**config.mk**
```make
export PLATFORM = sky130hd
export DESIGN_NAME = fnd_time_display
export DESIGN_NICKNAME = d
export VERILOG_FILES = /design/src/rtl/fnd_pkg.sv /design/src/rtl/fnd_seg_decoder.sv /design/src/rtl/fnd_time_display.sv
export SDC_FILE = /design/constraint.sdc
export NUM_CORES = 1
export LEC_CHECK = 0
export CELL_PAD_IN_SITES_DETAIL_PLACEMENT = 0
export CELL_PAD_IN_SITES_GLOBAL_PLACEMENT = 2
export CORE_ASPECT_RATIO = 0.6
export CORE_MARGIN = 2
export CORE_UTILIZATION = 38
export CTS_CLUSTER_DIAMETER = 120
export DETAILED_ROUTE_END_ITERATION = 7
export PLACE_DENSITY = 0.95
export SYNTH_ARGS = -nofsm -noshare
export SYNTH_HDL_FRONTEND = slang
export SYNTH_HIERARCHICAL = 1
export SYNTH_SLANG_ARGS = --single-unit
```
**constraint.sdc**
```tcl
create_clock -name clk -period 11.75 [get_ports clk]
set_clock_uncertainty 0.15 [all_clocks]
set_input_delay 2.35 -clock clk [delete_from_list [all_inputs] [get_ports clk]]
set_output_delay 2.35 -clock clk [all_outputs]
set_load 0.05 [all_outputs]
```
**src/rtl/fnd_pkg.sv**
```systemverilog
// Shared constants for the 4-digit FND time display.
// Font codes are active-low with bit7 as the decimal point.
package fnd_pkg;

  typedef logic [1:0] digit_idx_t;

  localparam int DP_BIT = 7;

  localparam logic [7:0] FONT_0 = 8'hC0;
  localparam logic [7:0] FONT_1 = 8'hF9;
  localparam logic [7:0] FONT_2 = 8'hA4;
  localparam logic [7:0] FONT_3 = 8'hB0;
  localparam logic [7:0] FONT_4 = 8'h99;
  localparam logic [7:0] FONT_5 = 8'h92;
  localparam logic [7:0] FONT_6 = 8'h82;
  localparam logic [7:0] FONT_7 = 8'hF8;
  localparam logic [7:0] FONT_8 = 8'h80;
  localparam logic [7:0] FONT_9 = 8'h90;
  localparam logic [7:0] FONT_BLANK = 8'hFF;

  localparam logic [3:0] COM_D0  = 4'b1110;
  localparam logic [3:0] COM_D1  = 4'b1101;
  localparam logic [3:0] COM_D2  = 4'b1011;
  localparam logic [3:0] COM_D3  = 4'b0111;
  localparam logic [3:0] COM_OFF = 4'b1111;

  function automatic logic [3:0] com_of(
    input digit_idx_t idx
  );
    logic [3:0] c;
    c = COM_OFF;
    unique case (idx)
      2'd0: c = COM_D0;
      2'd1: c = COM_D1;
      2'd2: c = COM_D2;
      2'd3: c = COM_D3;
    endcase
    return c;
  endfunction

endpackage

```
**src/rtl/fnd_seg_decoder.sv**
```systemverilog
// BCD digit to active-low 7-segment pattern (g..a).
// Codes above 9 blank the digit.
module fnd_seg_decoder
  import fnd_pkg::*;
(
  input  logic [3:0] digit,
  output logic [6:0] seg
);

  always_comb begin
    seg = FONT_BLANK[6:0];
    case (digit)
      4'd0: seg = FONT_0[6:0];
      4'd1: seg = FONT_1[6:0];
      4'd2: seg = FONT_2[6:0];
      4'd3: seg = FONT_3[6:0];
      4'd4: seg = FONT_4[6:0];
      4'd5: seg = FONT_5[6:0];
      4'd6: seg = FONT_6[6:0];
      4'd7: seg = FONT_7[6:0];
      4'd8: seg = FONT_8[6:0];
      4'd9: seg = FONT_9[6:0];
      default: seg = FONT_BLANK[6:0];
    endcase
  end

endmodule

```
**src/rtl/fnd_time_display.sv**
```systemverilog
// Multiplexed 4-digit FND showing SS.cc or HH.MM with a blinking dot.
// Define FND_LEADING_ZERO_BLANK_EN to blank a leading zero on digit3.
module fnd_time_display
  import fnd_pkg::*;
#(
  parameter int COUNT_SCAN = 100_000,
  parameter int MSEC_MAX   = 100,
  parameter int SEC_MAX    = 60,
  parameter int MIN_MAX    = 60,
  parameter int HOUR_MAX   = 24,
  localparam int MW = $clog2(MSEC_MAX),
  localparam int SW = $clog2(SEC_MAX),
  localparam int NW = $clog2(MIN_MAX),
  localparam int HW = $clog2(HOUR_MAX)
) (
  input  logic          clk,
  input  logic          reset,
  input  logic          i_disp_sel,
  input  logic [MW-1:0] i_msec,
  input  logic [SW-1:0] i_sec,
  input  logic [NW-1:0] i_min,
  input  logic [HW-1:0] i_hour,
  output logic [3:0]    o_fnd_com,
  output logic [7:0]    o_fnd_font
);

  localparam int CW = (COUNT_SCAN > 1) ? $clog2(COUNT_SCAN) : 1;
  localparam int RW = (MW > NW) ? MW : NW;
  localparam int LW = (SW > HW) ? SW : HW;

  logic [CW-1:0] cnt;
  logic          scan_tick;
  digit_idx_t    idx;
  digit_idx_t    idx_n;
  logic          wrap;

  logic          snap_sel;
  logic [MW-1:0] snap_msec;
  logic [SW-1:0] snap_sec;
  logic [NW-1:0] snap_min;
  logic [HW-1:0] snap_hour;

  logic          n_sel;
  logic [MW-1:0] n_msec;
  logic [SW-1:0] n_sec;
  logic [NW-1:0] n_min;
  logic [HW-1:0] n_hour;

  logic [RW-1:0] right;
  logic [LW-1:0] left;
  logic [3:0]    val;
  logic [6:0]    seg;
  logic          dp;
  logic [7:0]    font_n;

  assign scan_tick = (cnt == CW'(COUNT_SCAN - 1));
  assign idx_n     = idx + 2'd1;
  assign wrap      = scan_tick && (idx == 2'd3);

  // Outputs are computed for the digit about to be shown, so the first
  // digit of a frame already sees the values captured on that same edge.
  always_comb begin
    n_sel  = wrap ? i_disp_sel : snap_sel;
    n_msec = wrap ? i_msec : snap_msec;
    n_sec  = wrap ? i_sec : snap_sec;
    n_min  = wrap ? i_min : snap_min;
    n_hour = wrap ? i_hour : snap_hour;
  end

  always_comb begin
    right = n_sel ? RW'(n_min) : RW'(n_msec);
    left  = n_sel ? LW'(n_hour) : LW'(n_sec);
    val   = '0;
    unique case (idx_n)
      2'd0: val = 4'(right % RW'(10));
      2'd1: val = 4'((right / RW'(10)) % RW'(10));
      2'd2: val = 4'(left % LW'(10));
      2'd3: val = 4'((left / LW'(10)) % LW'(10));
    endcase
  end

  fnd_seg_decoder u_dec (
    .digit(val),
    .seg  (seg)
  );

  always_comb begin
    dp     = !((idx_n == 2'd2) && (n_msec < MW'(MSEC_MAX / 2)));
    font_n = {dp, seg};
`ifdef FND_LEADING_ZERO_BLANK_EN
    if ((idx_n == 2'd3) && (val == 4'd0)) begin
      font_n = FONT_BLANK;
    end
`endif
  end

  always_ff @(posedge clk or posedge reset) begin
    if (reset) begin
      cnt <= '0;
      idx <= '0;
    end else if (scan_tick) begin
      cnt <= '0;
      idx <= idx_n;
    end else begin
      cnt <= cnt + CW'(1);
    end
  end

  always_ff @(posedge clk or posedge reset) begin
    if (reset) begin
      snap_sel  <= 1'b0;
      snap_msec <= '0;
      snap_sec  <= '0;
      snap_min  <= '0;
      snap_hour <= '0;
    end else if (wrap) begin
      snap_sel  <= i_disp_sel;
      snap_msec <= i_msec;
      snap_sec  <= i_sec;
      snap_min  <= i_min;
      snap_hour <= i_hour;
    end
  end

  always_ff @(posedge clk or posedge reset) begin
    if (reset) begin
      o_fnd_com  <= COM_OFF;
      o_fnd_font <= FONT_BLANK;
    end else if (scan_tick) begin
      o_fnd_com  <= com_of(idx_n);
      o_fnd_font <= font_n;
    end
  end

endmodule

```
# Yosys cells after proc, flatten, opt, wreduce, memory -nomap -nowiden
# Memory sizes are Yosys's and may differ from the RTL's. A register that Yosys moved wholly into a read port is not among the register bits.
# Cells that the tools add are included.
[word_totals] romBits=112 reg_bits=56 elab_cells=38 mem_count=1 inputBits=27 output_inout_bits=12
[memory_table] name="(name not given)" words=16 word_bits=7 read_ports=1 rd_ports_with_merged_regs=1 wr=0 line_no="fnd_seg_decoder.sv:12" text="case (digit)"
[classes] n_mux=10 n_reduce_logical=4 eq_ne=5 n_lt_le_gt_ge=1 add_sub_neg=2 div_mod_pow=6
[ops] op="$pmux 4 s4" count=2
[ops] op="$mux 6" count=3
[ops] op="$add 17x1->17 const B" count=1
[ops] op="$eq 17x17->1 const B" count=1
[ops] op="$mux 17" count=1
[ops] op="$mod 7x4->7 const B" count=2
[ops] op="$mux 7" count=2
[ops] op="$mod 6x4->6 const B" count=2
[ops] op="$div 7x4->7 const B" count=1
[ops] op="$lt 7x6->1 const B" count=1
[ops] op="$div 6x4->6 const B" count=1
[ops] op="$eq 2x2->1 const B" count=3
[ops] op="$mux 5" count=1
[ops] op="$add 2x1->2 const B" count=1
[ops] op="$eq 2x1->1 const B" count=1
[ops] op="$logic_and 1x1->1" count=2
[ops] op="$logic_not 2->1" count=1
[ops] op="$logic_not 1->1" count=1
[ops] op="$mux 1" count=1

# Logic depth before layout (Yosys ltp)
[depth] ltp_word=7 depth_mapped=31 mapped_depth_nobuf=27

# Modules after synthesis
# Netlist, hierarchy kept.
[by_module_without_submodules] module="fnd_time_display" n_inst=1 area_per_inst_um2=4369.2 cells_per_inst=539 seq_area_each_um2=1416.4
[by_module_without_submodules] module="fnd_seg_decoder" n_inst=1 area_per_inst_um2=210.2 cells_per_inst=33 seq_area_each_um2=0.0

# Least setup slack after synthesis
# Ideal clock, no wire load.
[synth_timing] kind="input-to-reg" from="input port i_disp_sel" to="register o_fnd_font[1]" path_buffers=1 setup_time_ns=0.076 path_stages=26 arrival_ns=6.985 setup_slack_ns=4.539 required_ns=11.524 cell_sequence="buf_2 -> inv_1 -> a21boi_0 -> o21ai_0 -> o22ai_1 -> xor2_1 -> o21ai_0 -> ha_1 -> inv_1 -> a211o_1 -> a211o_1 -> a221oi_2 -> o311ai_1 -> o2111a_1 -> a311o_1 -> xnor2_1 -> ha_1 -> inv_1 -> a21bo_1 -> mux2_4 -> inv_1 -> ha_1 -> o21ai_0 -> o21ai_0 -> nand2_1 -> nand2_1"
[synth_via] elab_chain_cells=5 word_cells_on_any_way=10 classes_between="6 x div; 4 x mux"
[synth_rtl] item="from (decl)" line_no="fnd_time_display.sv:18" text="input logic i_disp_sel,"
[synth_rtl] item="$mux 1 (*)"
[synth_rtl] item="$mux 7 / $mux 6 (equally long branches)" line_no="fnd_time_display.sv:71, fnd_time_display.sv:72"
[synth_rtl] item="$div 7x4->7 / $div 6x4->6 (equally long branches)" line_no="fnd_time_display.sv:76, fnd_time_display.sv:78"
[synth_rtl] item="$mod 7x4->7 / $mod 6x4->6 (equally long branches)" line_no="fnd_time_display.sv:76, fnd_time_display.sv:78"
[synth_rtl] item="$pmux 4 s4 (*)" line_no="fnd_time_display.sv:74" text="unique case (idx_n)"
[synth_rtl] item="net val[1]" line_no="fnd_time_display.sv:51" text="logic [3:0] val;"
[synth_rtl] item="to (decl)" line_no="fnd_time_display.sv:24" text="output logic [7:0] o_fnd_font"
# Mark *: on every way through the listed nets, which the timed path passes. The rest lies on a longest branch.
# A chain may end at the register's enable or synchronous reset.

# Worst setup path after layout
[layout_timing] from="input port i_disp_sel" to="register o_fnd_font[3]"
# Same word-level chain as after synthesis.

==> flow_summary.json <==
{
  "ys_seq_elements": 56,
  "syn-instance-count": 572,
  "antenna_found_initial": 0,
  "use_met1_pct": 32.4,
  "relSlewSlack_pct": 44.2,
  "cp_slowest_cell": "a21boi_0",
  "yosys.area_share.simple_pct": 28.2,
  "finalHoldViolations": 0,
  "p_leak_nw": 2.17,
  "area_growth_pct": 13.8,
  "post-route-util_pct": 45.2,
  "synth_mux_area_share_pct": 8.31,
  "synth_compound_area_share_pct": 18.2,
  "critical_path_class": "in -> reg",
  "avgSynthCellArea_um2": 8.01,
  "cts_sinks": 56,
  "crit_path_frequent_cell": "inv_1",
  "slew_violations": 0,
  "fp.dieH_um": 89.0,
  "crit_path_max_fanout": 30,
  "drt_first_pass_iters": 5,
  "drv_cap": 0,
  "synth_edf_count": 0,
  "port-buffer-count": 38,
  "postCtsSetupRepairBufs": 0,
  "setup_viol": 0,
  "hold_class": "reg -> reg",
  "num_vias": 4298,
  "tightest_slew_ns": 0.816,
  "track_usage_pct": 21.0,
  "clkTransAtPathRegs_ns": 0.08,
  "design.core.area_mm2": 0.0115,
  "die_area_mm2": 0.0130,
  "hold_ws_ns": 0.303,
  "cts-resized-gates": 0,
  "grt_max_degree": 57,
  "hold_buffers": 0,
  "arrival_ns": 8.44,
  "fillers": 1162,
  "place_ws_ns": 3.18,
  "synth_fa_ha_area_share_pct": 6.01,
  "powerDensity_mw_per_mm2": 74.5,
  "n_antenna_cell": 0,
  "fin_ws_ns": 3.40,
  "status": "complete, no violations",
  "vias_per_cell": 5.68,
  "synth_ff_type": "dfrtp_1",
  "io_pins": 39,
  "overflow": 0,
  "tns_ns": 0,
  "drive_gt1_share_pct": 9.21,
  "fmax_ghz": 0.120,
  "grt_setup_unrepaired": "false",
  "routabilityCongestion": 0.912,
  "critical_path.startpoint_type": "input port",
  "numCtsBuffers": 5,
  "critical_path.max_stage_delay_ns": 0.53,
  "start_util_pct": 39.7,
  "post-dp-hpwl_um": 9890,
  "ir_drop_uv": 55.7,
  "wirelength_um": 13200,
  "met2_usage_pct": 31.3,
  "r2r_slack_ns": 5.28,
  "clock_path_buffers": 2,
  "grt_pass1_wl_um": 21500,
  "fp-row-count": 30,
  "drc": 0,
  "layout_min_cycle_time_ns": 8.35,
  "crit_path_end_kind": "register",
  "syn-num-nets": 621,
  "wire_per_inst_um": 17.4,
  "drtAntennaViolNets": 0,
  "tritoncts": "yes",
  "syn_area_mm2": 0.00458,
  "top_usage_layer": "met1",
  "die_w_um": 146,
  "cts_root_buf": "clkbuf_16",
  "clk_latency_ns": 0.31,
  "worstPathRequired_ns": 11.84,
  "yosysUniqueCellTypes": 80,
  "ys_seq_area_share_pct": 30.9,
  "yosysWarnings": 6,
  "synth_top_family_by_area": "simple AND/OR/NAND/NOR gates",
  "grt_pass1_vias": 3956,
  "nets": 645,
  "htreeDepth": 2,
  "synthXorXnorAreaFrac_pct": 3.44,
  "post-route-period-util_pct": 71.0,
  "drtIter0Drc": 496,
  "synthArstFlopShare_pct": 100,
  "grt_use_met3_pct": 2.96
}
## state kept, by name, summed over array words and instances (netlist names)
| signal | flops |
|---|---|
| o_fnd_font | 8 |
| snap_msec | 7 |
| snap_min | 6 |
| cnt | 17 |
| idx | 2 |
| snap_hour | 5 |
| o_fnd_com | 4 |
| snap_sel | 1 |
| snap_sec | 6 |
## metrics by stage
stage	cells	area [µm²]	total power, W
after floorplan	572	4580	0.000213
after CTS	757	5210	0.000393
after global placement	749	5060	0.000231
final	757	5210	0.000388
after detailed placement	749	5060	0.000231
after global routing	757	5210	0.000407
## cells in the final DEF, fill, tap and decap left out, types with 18 or more instances in the layout
master             n
dfrtp_1           44
o21ai_0           33
nor3_1            18
ha_1              22
nand2_1          125
inv_1             22
nor2_1            37
clkdlybuf4s50_1   38
a21oi_1           27
## layout make-up
| cell class | instances | area (µm²) | share of cell area [%] |
|---|---|---|---|
| clock buffers | 5 | 125 | 2.40 |
| inverters | 23 | 86.3 | 1.66 |
| repair buffers | 43 | 418 | 8.02 |
| multi-input cells | 467 | 2940 | 56.4 |
| flip-flops and latches | 56 | 1420 | 27.2 |
| clock inverters | 3 | 25.0 | 0.480 |
| well taps | 160 | 200 | 3.84 |
## critical path: cells and delay by family
| family | cells | cell delay (ns) |
|---|---|---|
| compound gates | 13 | 3.27 |
| mux | 1 | 0.25 |
| simple gates | 3 | 0.39 |
| fa+ha+maj | 3 | 0.68 |
| buf+inv | 6 | 1.15 |
| xor+xnor | 2 | 0.36 |
## worst paths after layout
kind,from,depth (start not counted),end
max,i_disp_sel,28,o_fnd_font[3]$_DFFE_PP1N_
min,o_fnd_font[3]$_DFFE_PP1N_,2,o_fnd_font[3]$_DFFE_PP1N_
max reg2reg,cnt[8]$_DFF_PP0_,24,o_fnd_font[3]$_DFFE_PP1N_
min reg2reg,o_fnd_font[3]$_DFFE_PP1N_,2,o_fnd_font[3]$_DFFE_PP1N_
max in group asynchronous,reset,3,snap_msec[6]$_DFF_PP0_
min in group asynchronous,reset,3,idx[0]$_DFFE_PP0N_
## power breakdown
group	switching (W)	internal, W	total, W
logic	0.0000192	0.0000147	0.0000338
registers	0.000000220	0.000193	0.000193
clock network	0.0000801	0.0000810	0.000161
total	0.0000995	0.000289	0.000388
## Yosys cell counts, types with 3 or more instances
library cell  number  area, µm²
and3_1             7       43.8
o31ai_1            4       30.0
o21ai_1            3       15.0
o21ai_0           33        165
o22ai_1            4       25.0
xnor2_1           10       87.6
clkbuf_1           8       30.0
o2bb2ai_1          3       26.3
or3_1              5       31.3
mux2i_1           17        170
buf_6              3       33.8
dfrtp_1           44       1100
nor3_1            18       90.1
nor2_1            37        139
mux2_2            15        169
ha_1              22        275
a21boi_0           3       22.5
a211oi_1          10       75.1
a21o_1             3       22.5
a21oi_1           27        135
nor4b_1            4       35.0
nand3_1           17       85.1
nor2b_1            9       56.3
inv_1             23       86.3
xor2_1             8       70.1
nand2b_1          12       75.1
dfstp_2           12        315
buf_2             13       65.1
nand4_1            8       50.1
nand2_1          125        469
nor3b_1            5       37.5
## metal layers
metal,wire (µm),vias up
met4,87,0
met1,6610,2068
met2,5510,147
met3,951,9
met5,0,-
li1,-,2074
## kinds of logic (layout without fill, tap and decap cells)
group / after synthesis / in the layout
fa+ha+maj: 22 / 22
flops: 56 / 56
mux: 35 / 35
buf+inv: 49 / 74
compound gates: 125 / 125
xor+xnor: 18 / 18
simple gates: 267 / 267
Note: power is estimated with default switching activity, not from simulation.
